**src/rtl/jk_bank_arbiter.sv**
```systemverilog
// Round-robin arbiter/sequencer for a master-slave JK flip-flop bank: one op per grant,
// drive one cycle, settle, respond. Optional wrap detect: define JK_BANK_ARB_WRAP_CHK_EN.
module jk_bank_arbiter #(
    parameter int WIDTH = 8
) (
    input  logic             clk,
    input  logic             cl,
    input  logic             req0,
    input  logic             req1,
    input  logic [2:0]       op0,
    input  logic [2:0]       op1,
    input  logic [WIDTH-1:0] data0,
    input  logic [WIDTH-1:0] data1,
    output logic             gnt0,
    output logic             gnt1,
    output logic             done0,
    output logic             done1,
    output logic [WIDTH-1:0] rdata,
    output logic             ovf,
    output logic [WIDTH-1:0] bank_j,
    output logic [WIDTH-1:0] bank_k,
    output logic             bank_cl,
    input  logic [WIDTH-1:0] bank_q
);

    typedef enum logic [1:0] {IDLE, DRIVE, SETTLE, RESP} state_t;
    typedef enum logic [2:0] {
        OP_HOLD, OP_LOAD, OP_SET, OP_CLR, OP_TOGGLE, OP_INC, OP_DEC, OP_CLRALL
    } op_t;

    state_t           state;
    logic             owner;
    logic             last_gnt;
    logic             win;
    op_t              sel_op;
    logic [WIDTH-1:0] sel_data;
    logic [WIDTH-1:0] inc_t;
    logic [WIDTH-1:0] dec_t;
    logic [WIDTH-1:0] next_j;
    logic [WIDTH-1:0] next_k;

    // Port 1 wins only when it asks alone, or both ask and port 0 went last.
    assign win      = req1 && (!req0 || !last_gnt);
    assign sel_op   = op_t'(win ? op1 : op0);
    assign sel_data = win ? data1 : data0;

    // Counter toggle masks: bit i flips when every lower bit is 1 (INC) or 0 (DEC).
    always_comb begin
        inc_t[0] = 1'b1;
        dec_t[0] = 1'b1;
        for (int i = 1; i < WIDTH; i++) begin
            inc_t[i] = inc_t[i-1] & bank_q[i-1];
            dec_t[i] = dec_t[i-1] & ~bank_q[i-1];
        end
    end

    // NOTE: every output of a combinational block gets a default first; a path
    // that leaves one unassigned would infer a latch.
    always_comb begin
        next_j = '0;
        next_k = '0;
        case (sel_op)
            OP_LOAD:   begin next_j = sel_data; next_k = ~sel_data; end
            OP_SET:    next_j = sel_data;
            OP_CLR:    next_k = sel_data;
            OP_TOGGLE: begin next_j = sel_data; next_k = sel_data; end
            OP_INC:    begin next_j = inc_t;    next_k = inc_t;     end
            OP_DEC:    begin next_j = dec_t;    next_k = dec_t;     end
            default:   ;
        endcase
    end

`ifdef JK_BANK_ARB_WRAP_CHK_EN
    logic wrap_pend;
    logic wrap_now;

    assign wrap_now = (sel_op == OP_INC && (&bank_q)) || (sel_op == OP_DEC && !(|bank_q));
`else
    assign ovf = 1'b0;
`endif

    // NOTE: all state and registered outputs use non-blocking assignments so every
    // register samples pre-edge values regardless of statement order.
    always_ff @(posedge clk) begin
        if (!cl) begin
            state    <= IDLE;
            owner    <= 1'b0;
            last_gnt <= 1'b1;
            gnt0     <= 1'b0;
            gnt1     <= 1'b0;
            done0    <= 1'b0;
            done1    <= 1'b0;
            bank_j   <= '0;
            bank_k   <= '0;
            bank_cl  <= 1'b0;
            rdata    <= '0;
`ifdef JK_BANK_ARB_WRAP_CHK_EN
            ovf       <= 1'b0;
            wrap_pend <= 1'b0;
`endif
        end else begin
            case (state)
                IDLE: begin
                    bank_cl <= 1'b1;
                    if (req0 || req1) begin
                        state   <= DRIVE;
                        owner   <= win;
                        gnt0    <= !win;
                        gnt1    <= win;
                        bank_j  <= next_j;
                        bank_k  <= next_k;
                        bank_cl <= (sel_op != OP_CLRALL);
`ifdef JK_BANK_ARB_WRAP_CHK_EN
                        wrap_pend <= wrap_now;
`endif
                    end
                end
                DRIVE: begin
                    // Slave latches take the new value on this cycle's falling edge.
                    state   <= SETTLE;
                    bank_j  <= '0;
                    bank_k  <= '0;
                    bank_cl <= 1'b1;
                end
                SETTLE: begin
                    state <= RESP;
                    rdata <= bank_q;
                    done0 <= !owner;
                    done1 <= owner;
`ifdef JK_BANK_ARB_WRAP_CHK_EN
                    ovf <= wrap_pend;
`endif
                end
                RESP: begin
                    state    <= IDLE;
                    gnt0     <= 1'b0;
                    gnt1     <= 1'b0;
                    done0    <= 1'b0;
                    done1    <= 1'b0;
                    last_gnt <= owner;
`ifdef JK_BANK_ARB_WRAP_CHK_EN
                    ovf <= 1'b0;
`endif
                end
                default: state <= IDLE;
            endcase
        end
    end

endmodule
```
**config.mk**
```make
export PLATFORM = sky130hd
export DESIGN_NAME = jk_bank_arbiter
export DESIGN_NICKNAME = d
export VERILOG_FILES = /design/src/rtl/jk_bank_arbiter.sv
export SDC_FILE = /design/constraint.sdc
export NUM_CORES = 1
export LEC_CHECK = 0
export ABC_AREA = 1
export CAP_MARGIN = 15
export CORE_ASPECT_RATIO = 2
export CORE_UTILIZATION = 40
export CTS_CLUSTER_DIAMETER = 120
export DETAILED_ROUTE_END_ITERATION = 8
export HOLD_SLACK_MARGIN = 0.03
export PLACE_DENSITY = 0.7
export SYNTH_ARGS = -nofsm -noshare
export SYNTH_HDL_FRONTEND = slang
export SYNTH_SLANG_ARGS = --single-unit
```
**constraint.sdc**
```tcl
create_clock -name clk -period 2.8 [get_ports clk]
set_input_delay 0.28 -clock clk [delete_from_list [all_inputs] [get_ports clk]]
set_output_delay 0.28 -clock clk [all_outputs]
set_load 0.005 [all_outputs]
```
==> metrics.yaml, run 1 <==
setup_path:
  cp.arrival_ns: 2.16
  crit_path_start_kind: "input port"
  startpoint: "req0"
  r2r_slack_ns: 1.01
  endpoint_kind: "flop"
  r2r_start: "state[0]$_SDFFE_PN0P_"
  crit_required_ns: 3.01
  path_class: "input port to flop"
  reg2reg_depth: 10
  rr_endpoint: "bank_j[7]$_SDFFE_PN0P_"
  cp_max_fo: 16
synthesis:
  syn_area_mm2: 0.00202
  avgSynthCellArea_um2: 6.72
  synth.most_common_cell: "nand2_1"
  synth_enable_flop_cells: 0
  yosysSeqAreaShare_pct: 32.7
  synth.distinct_cells: 28
  ys_top_cells_by_area: "dfxtp_1 (33%), nand2_1 (16%), nand3_1 (8.2%), a21oi_1 (6.2%), nor2_1 (5.8%)"
  synthArstFlopShare_pct: 0
  synth_commonest_cells: "nand2_1 (87), dfxtp_1 (33), nand3_1 (33)"
  synth_top_area_share_pct: 32.7
  ys_ff_latch: 33
  syn_nets: 339
  yosysWarnings: 0
  synth_top_area_cell: "dfxtp_1"
  postSynthCellCount: 301
  synth_ff_type: "dfxtp_1"
power:
  pwr_density_cell_mw_per_mm2: 634
  p_comb_share_pct: 43.4
  swShare_pct: 38.6
  pwr-share-seq_pct: 35.9
  vdd_drop_max_mv: 0.559
  p_sw_mw: 0.673
  p_leak_nw: 1.15
  pwr-share-clk_pct: 20.7
  intPower_mw: 1.07
min_path:
  worstHoldStart: "bank_j[2]$_SDFFE_PN0P_"
  hp-class: "flop to flop"
  hold_depth: 2
  min_delay_worst_endpoint: "bank_j[2]$_SDFFE_PN0P_"
sta:
  worstMarginPinSlew_ns: 0.550
  rsz0062_at_grt: "no"
  max_freq_mhz: 512
  fin_tns_setup_ns: 0
  setup_violations: 0
  slew_headroom_pct: 63.1
  drv_slew: 0
  min_period_over_period_pct: 69.7
  layout_min_cycle_time_ns: 1.95
  final_hold_viol_count: 0
  finalClockSkew_ns: 0.00481
clock_network:
  cts_resized: 0
  clk-insertion-delay-late_ns: 0.29
  h-tree-depth: 2
  numClockSinks: 33
  cts_buffers: 5
  clockBufferDepth: 2
  cts_root_buffer: "clkbuf_8"
  clk_pin_slew_ns: 0.07
  post_cts_buffers: 0
  cts_hold_buf: 0
  cts_tree: "built"
route:
  wl_met3_um: 224
  drc: 0
  met2_wirelength_um: 3080
  wl_um: 5440
  ant_nets: 0
  num_vias: 2115
  dr.max_layer_used: "met4"
  via_per_inst: 5.04
  drt-initial-drc-count: 46
  first_pass_iters: 4
  post_drt_wl_per_cell_um: 13.0
  wl_met1_um: 1990
floorplanning:
  dieArea_mm2: 0.00536
  fp.dieH_um: 103
  initial_utilization_pct: 41.6
  coreArea_mm2: 0.00486
  rows: 36
  fp.dieW_um: 52.3
  io_pins: 64
place:
  placed_area_mm2: 0.00266
  numPortBuffers: 62
  hpwl_um: 4260
  numPlacedInstances: 412
  gp_congestion: 0.976
grt:
  grt_antenna_before_repair: 0
  grt-ovfl-total: 0
  grt_pass1_vias: 1955
  grt_pass1_wl_um: 8350
  grt_start_max_net_pins: 19
  grt.total_usage_pct: 20.8
final_layout:
  fin_nets: 400
  synthToLayoutAreaGrowth_pct: 35.9
  final_cells: 420
  diodes: 0
  fin_area_mm2: 0.00275
  drive_above_1_share_pct: 11.6
outcome:
  outcome: "completed"
flow_run:
  max_cap_viol_count: 0
metal layers:
layer / GRT usage, % / vias to the layer above
met3: 3.83 / 16
met5: 0 / -
met4: 8.91 / 0
li1: - / 1088
met2: 41.6 / 66
met1: 19.1 / 945
worst max-delay path by stage:
stage,to,slack [ns],cells after the start
after detailed placement,bank_j[7]$_SDFFE_PN0P_,0.54,11
after global placement,bank_j[7]$_SDFFE_PN0P_,0.60,11
after CTS,bank_j[7]$_SDFFE_PN0P_,0.83,11
final,bank_j[7]$_SDFFE_PN0P_,0.85,11
after global routing,bank_k[3]$_SDFFE_PN0P_,0.69,11
after floorplan,bank_j[7]$_SDFFE_PN0P_,1.32,10
cells in the final DEF, fill, tap and decap left out, types with 3 or more instances in the layout:
cell	instances
inv_1	24
clkbuf_8	5
inv_2	4
nor2_1	31
nand2_2	7
ha_1	4
clkdlybuf4s50_1	62
dfxtp_1	33
nand2_4	7
nand3_2	3
nor2_2	4
nand3_1	33
a21oi_1	25
o21ai_0	13
nand3_4	5
nand2_1	87
power by group through the flow:
stage	combinational, mW	sequential [mW]	clock, mW
2_1_floorplan	0.460	0.633	0
3_3_place_gp	0.751	0.633	0
3_5_place_dp	0.757	0.635	0
4_1_cts	0.762	0.627	0.365
5_1_grt	0.837	0.638	0.383
6_report	0.756	0.626	0.360
registers in the layout, indices dropped and copies added (netlist names):
| signal | count |
|---|---|
| gnt0 | 1 |
| state | 2 |
| bank_k | 8 |
| bank_j | 8 |
| done0 | 1 |
| bank_cl | 1 |
| gnt1 | 1 |
| done1 | 1 |
| last_gnt | 1 |
| rdata | 8 |
| owner | 1 |
kinds of logic after synthesis:
family	Yosys count	share of synthesized area, %
AOI/OAI and AO/OA	41	10.5
adders and majority gates	4	2.47
buffers and inverters	38	8.29
DFF	33	32.7
other	1	0.185
and+or+nand+nor	184	45.9
per-stage QoR:
step	power, mW	worst slack (ns)	util, %	hold WS (ns)
floorplan	1.09	1.32	-	0.415
global placement	1.38	0.603	54.8	0.451
detailed placement	1.39	0.539	54.8	0.456
CTS	1.75	0.829	56.5	0.467
global route	1.86	0.694	56.5	0.477
finish	1.74	0.848	56.5	0.464
worst max-delay path, stage by stage:
cell and delay, ns:
clkdlybuf4s50_1 0.54, nand2_4 0.15, nand2_4 0.21, nand2_1 0.13, nand2_4 0.12, nand3_4 0.13, nand2_1 0.13, nor2_2 0.06
nor2_4 0.19, nand2_1 0.10, a21oi_1 0.13
area by class of cell:
| class | count | area, um^2 |
|---|---|---|
| tap | 57 | 71.3 |
| multi-input combinational | 230 | 1190 |
| inverter | 29 | 109 |
| clock buffer | 5 | 68.8 |
| sequential | 33 | 661 |
| clock inverter | 3 | 17.5 |
| timing repair buffer | 63 | 628 |
| fill | 485 | 2110 |
Power figures use the tool's default switching activity.
==> run 2, diff against run 1 <==
--- a/config.mk
+++ b/config.mk
@@ -12,7 +12,7 @@
 export CTS_CLUSTER_DIAMETER = 120
 export DETAILED_ROUTE_END_ITERATION = 8
 export HOLD_SLACK_MARGIN = 0.03
-export PLACE_DENSITY = 0.7
+export PLACE_DENSITY = 0.72
 export SYNTH_ARGS = -nofsm -noshare
 export SYNTH_HDL_FRONTEND = slang
 export SYNTH_SLANG_ARGS = --single-unit
==> constraint.sdc (replaced) <==
create_clock -name clk -period 1.69 [get_ports clk]
set_input_delay 0.169 -clock clk [delete_from_list [all_inputs] [get_ports clk]]
set_output_delay 0.169 -clock clk [all_outputs]
set_load 0.005 [all_outputs]
==> run 2 against run 1 <==
Design area rose by 8.7%. Die area did not move. Non-clock buffer count rose by 21. Clock power rose by 67%. Via count rose by 2.9%. Global-route usage rose by 1.3 points. Register-to-register slack got worse by 0.90 ns. Count of clock-buffer cells in the layout did not move. Core utilization rose by 4.9 points. Combinational power rose by 92%. Critical path type unchanged. Largest cell class unchanged.
==> metrics.yaml, run 2 (same netlist as run 1, synthesis figures left out) <==
route:
  drc: 0  # unchanged
  drt-initial-drc-count: 38  # -17%
  num_vias: 2177  # +2.9%
  wl_um: 5610  # +3.1%
  ant_nets: 0  # unchanged
  post_drt_wl_per_cell_um: 12.7  # -1.8%
  via_per_inst: 4.94  # -2.0%
  first_pass_iters: 4  # unchanged
sta:
  whs_ns: 0.465  # +0.000709 ns
  final_hold_viol_count: 0  # unchanged
  layout_min_cycle_time_ns: 1.60
  setup_violations: 0  # unchanged
  finalClockSkew_ns: 0.0130  # +0.00819 ns
  max_freq_mhz: 626
  fin_ws_ns: 0.0926  # -0.756 ns
  drv_slew: 0  # unchanged
  min_period_over_period_pct: 94.5
clock_network:
  cts_root_buffer: "clkbuf_8"
  cts_tree: "built"
  clockBufferDepth: 2  # unchanged
  numClockSinks: 33  # unchanged
  h-tree-depth: 2  # unchanged
  clk_pin_slew_ns: 0.07  # about the same
  clk-insertion-delay-late_ns: 0.30  # about the same
  cts_buffers: 5  # unchanged
final_layout:
  fin_nets: 421  # +5.3%
  mostFrequentLayoutCells: "nand2_1 (86), clkdlybuf4s50_1 (61), nand3_1 (33), dfxtp_1 (32), nor2_1 (30)"
  regArea_um2: 662  # +0.19%
  reg_top3: "bank_j: 8 flops, bank_k: 8 flops, rdata: 8 flops"
  synthToLayoutAreaGrowth_pct: 47.7
  multi_input_area_mm2: 0.00123  # +3.4%
  drive_above_1_share_pct: 17.7  # +6.1 points
  diodes: 0  # unchanged
  fill_cells: 452  # -6.8%
  fin_area_mm2: 0.00299  # +8.7%
  fin_util_pct: 61.4  # +4.9 points
  layout_commonest_cell: "nand2_1"
grt:
  grt-ovfl-total: 0  # unchanged
  grt_pass1_wl_um: 8710  # +4.3%
  grt.total_usage_pct: 22.1  # +1.3 points
  grt_start_max_net_pins: 19  # unchanged
  grt_pass1_vias: 1991  # +1.8%
  grt_antenna_before_repair: 0  # unchanged
floorplanning:
  rows: 36  # unchanged
  dieArea_mm2: 0.00536  # unchanged
  initial_utilization_pct: 41.6  # unchanged
  fp.dieW_um: 52.3  # unchanged
  fp.dieH_um: 103  # unchanged
  coreArea_mm2: 0.00486  # unchanged
  io_pins: 64  # unchanged
setup_path:
  cp_max_fo: 10  # -6
  r2r_slack_ns: 0.11  # -0.90 ns
  endpoint_kind: "flop"
  r2r_start: "last_gnt$_SDFFE_PN1P_"
  slowest_delay_ns: 0.50  # -0.04 ns
  crit_required_ns: 1.92  # -1.09 ns
  crit_family: "simple AND/OR/NAND/NOR gates"
  slowest_stage: "clkdlybuf4s50_1"
  startpoint: "req1"
  crit_path_start_kind: "input port"
  endpoint: "bank_j[6]$_SDFFE_PN0P_"
  path_class: "input port to flop"
  cp.buffers_inverters: 2  # +1
  cp.arrival_ns: 1.83  # -0.33 ns
  path_depth: 10  # -1
  worstPathCellList: "clkdlybuf4s50_1 -> buf_12 -> nand3_1 -> nand2_4 -> nand3_4 -> nand2_2 -> nor2_2 -> nor2_4 -> nand2_1 -> a21oi_2"
  reg2reg_depth: 10  # unchanged
  rr_endpoint: "bank_j[6]$_SDFFE_PN0P_"
power:
  vdd_drop_max_mv: 1.14  # +100%
  pwr_density_cell_mw_per_mm2: 1030  # +63%
  p_leak_nw: 1.27  # +11%
flow_run:
  max_cap_viol_count: 0  # unchanged
place:
  numPortBuffers: 62  # unchanged
  placed_area_mm2: 0.00284  # +6.8%
  hpwl_um: 4410  # +3.5%
  post-place-ws_ns: -0.216  # -0.755 ns
  gp_congestion: 0.862  # -12%
outcome:
  outcome: "completed"
min_path:
  hp-class: "flop to flop"
==> run 2: power breakdown <==
part / internal (mW) / leakage [nW] / switching [mW]
combinational: 0.685 / 0.960 / 0.766
clock: 0.284 / 0.0439 / 0.316
sequential: 0.943 / 0.269 / 0.0961
total: 1.91 / 1.27 / 1.18
==> run 2: cell type report <==
cell class | count | share of cell area [%]
clock inverter | 3 | 0.586
timing repair buffer | 84 | 27.6
clock buffer | 5 | 2.30
tap | 57 | 2.39
inverter | 29 | 3.64
sequential | 33 | 22.1
multi-input combinational | 230 | 41.3
==> run 2: worst min path at each step <==
stage	to	cells after the start	slack [ns]	startpoint
floorplan	rdata[1]$_SDFFE_PN0P_	2	0.30	bank_q[1]
global placement	bank_j[6]$_SDFFE_PN0P_	2	0.45	bank_j[6]$_SDFFE_PN0P_
detailed placement	gnt0$_SDFFE_PN0P_	2	0.45	gnt0$_SDFFE_PN0P_
CTS	bank_k[6]$_SDFFE_PN0P_	2	0.47	bank_k[6]$_SDFFE_PN0P_
global route	bank_j[1]$_SDFFE_PN0P_	2	0.48	bank_j[1]$_SDFFE_PN0P_
finish	bank_k[6]$_SDFFE_PN0P_	2	0.46	bank_k[6]$_SDFFE_PN0P_
==> run 2: timing repair <==
action	in CTS	in global routing
buffers inserted	0	2
hold endpoints to repair	0	0
gates resized for setup	0	10
hold buffers	0	0
endpoints found under the setup margin	0	16
==> run 2: per-layer routing <==
layer,vias up,wire (um),track usage [%]
met5,-,0,0
met4,0,172,12.8
met3,15,248,2.51
met2,57,3250,44.1
met1,982,1940,19.9
li1,1123,-,-
==> run 2: worst min-delay path, cell delays in order, from the launching register on <==
cell and delay (ns):
dfxtp_1 0.31, nand2_1 0.06, a21oi_1 0.05
==> run 2: stage by stage <==
stage	TNS (ns)	instances	power, mW
2_1_floorplan	0	301	1.81
4_1_cts	0	439	3.07
3_5_place_dp	-3.00	431	2.46
6_report	0	441	3.09
3_3_place_gp	-2.50	431	2.44
5_1_grt	-0.0450	441	3.31
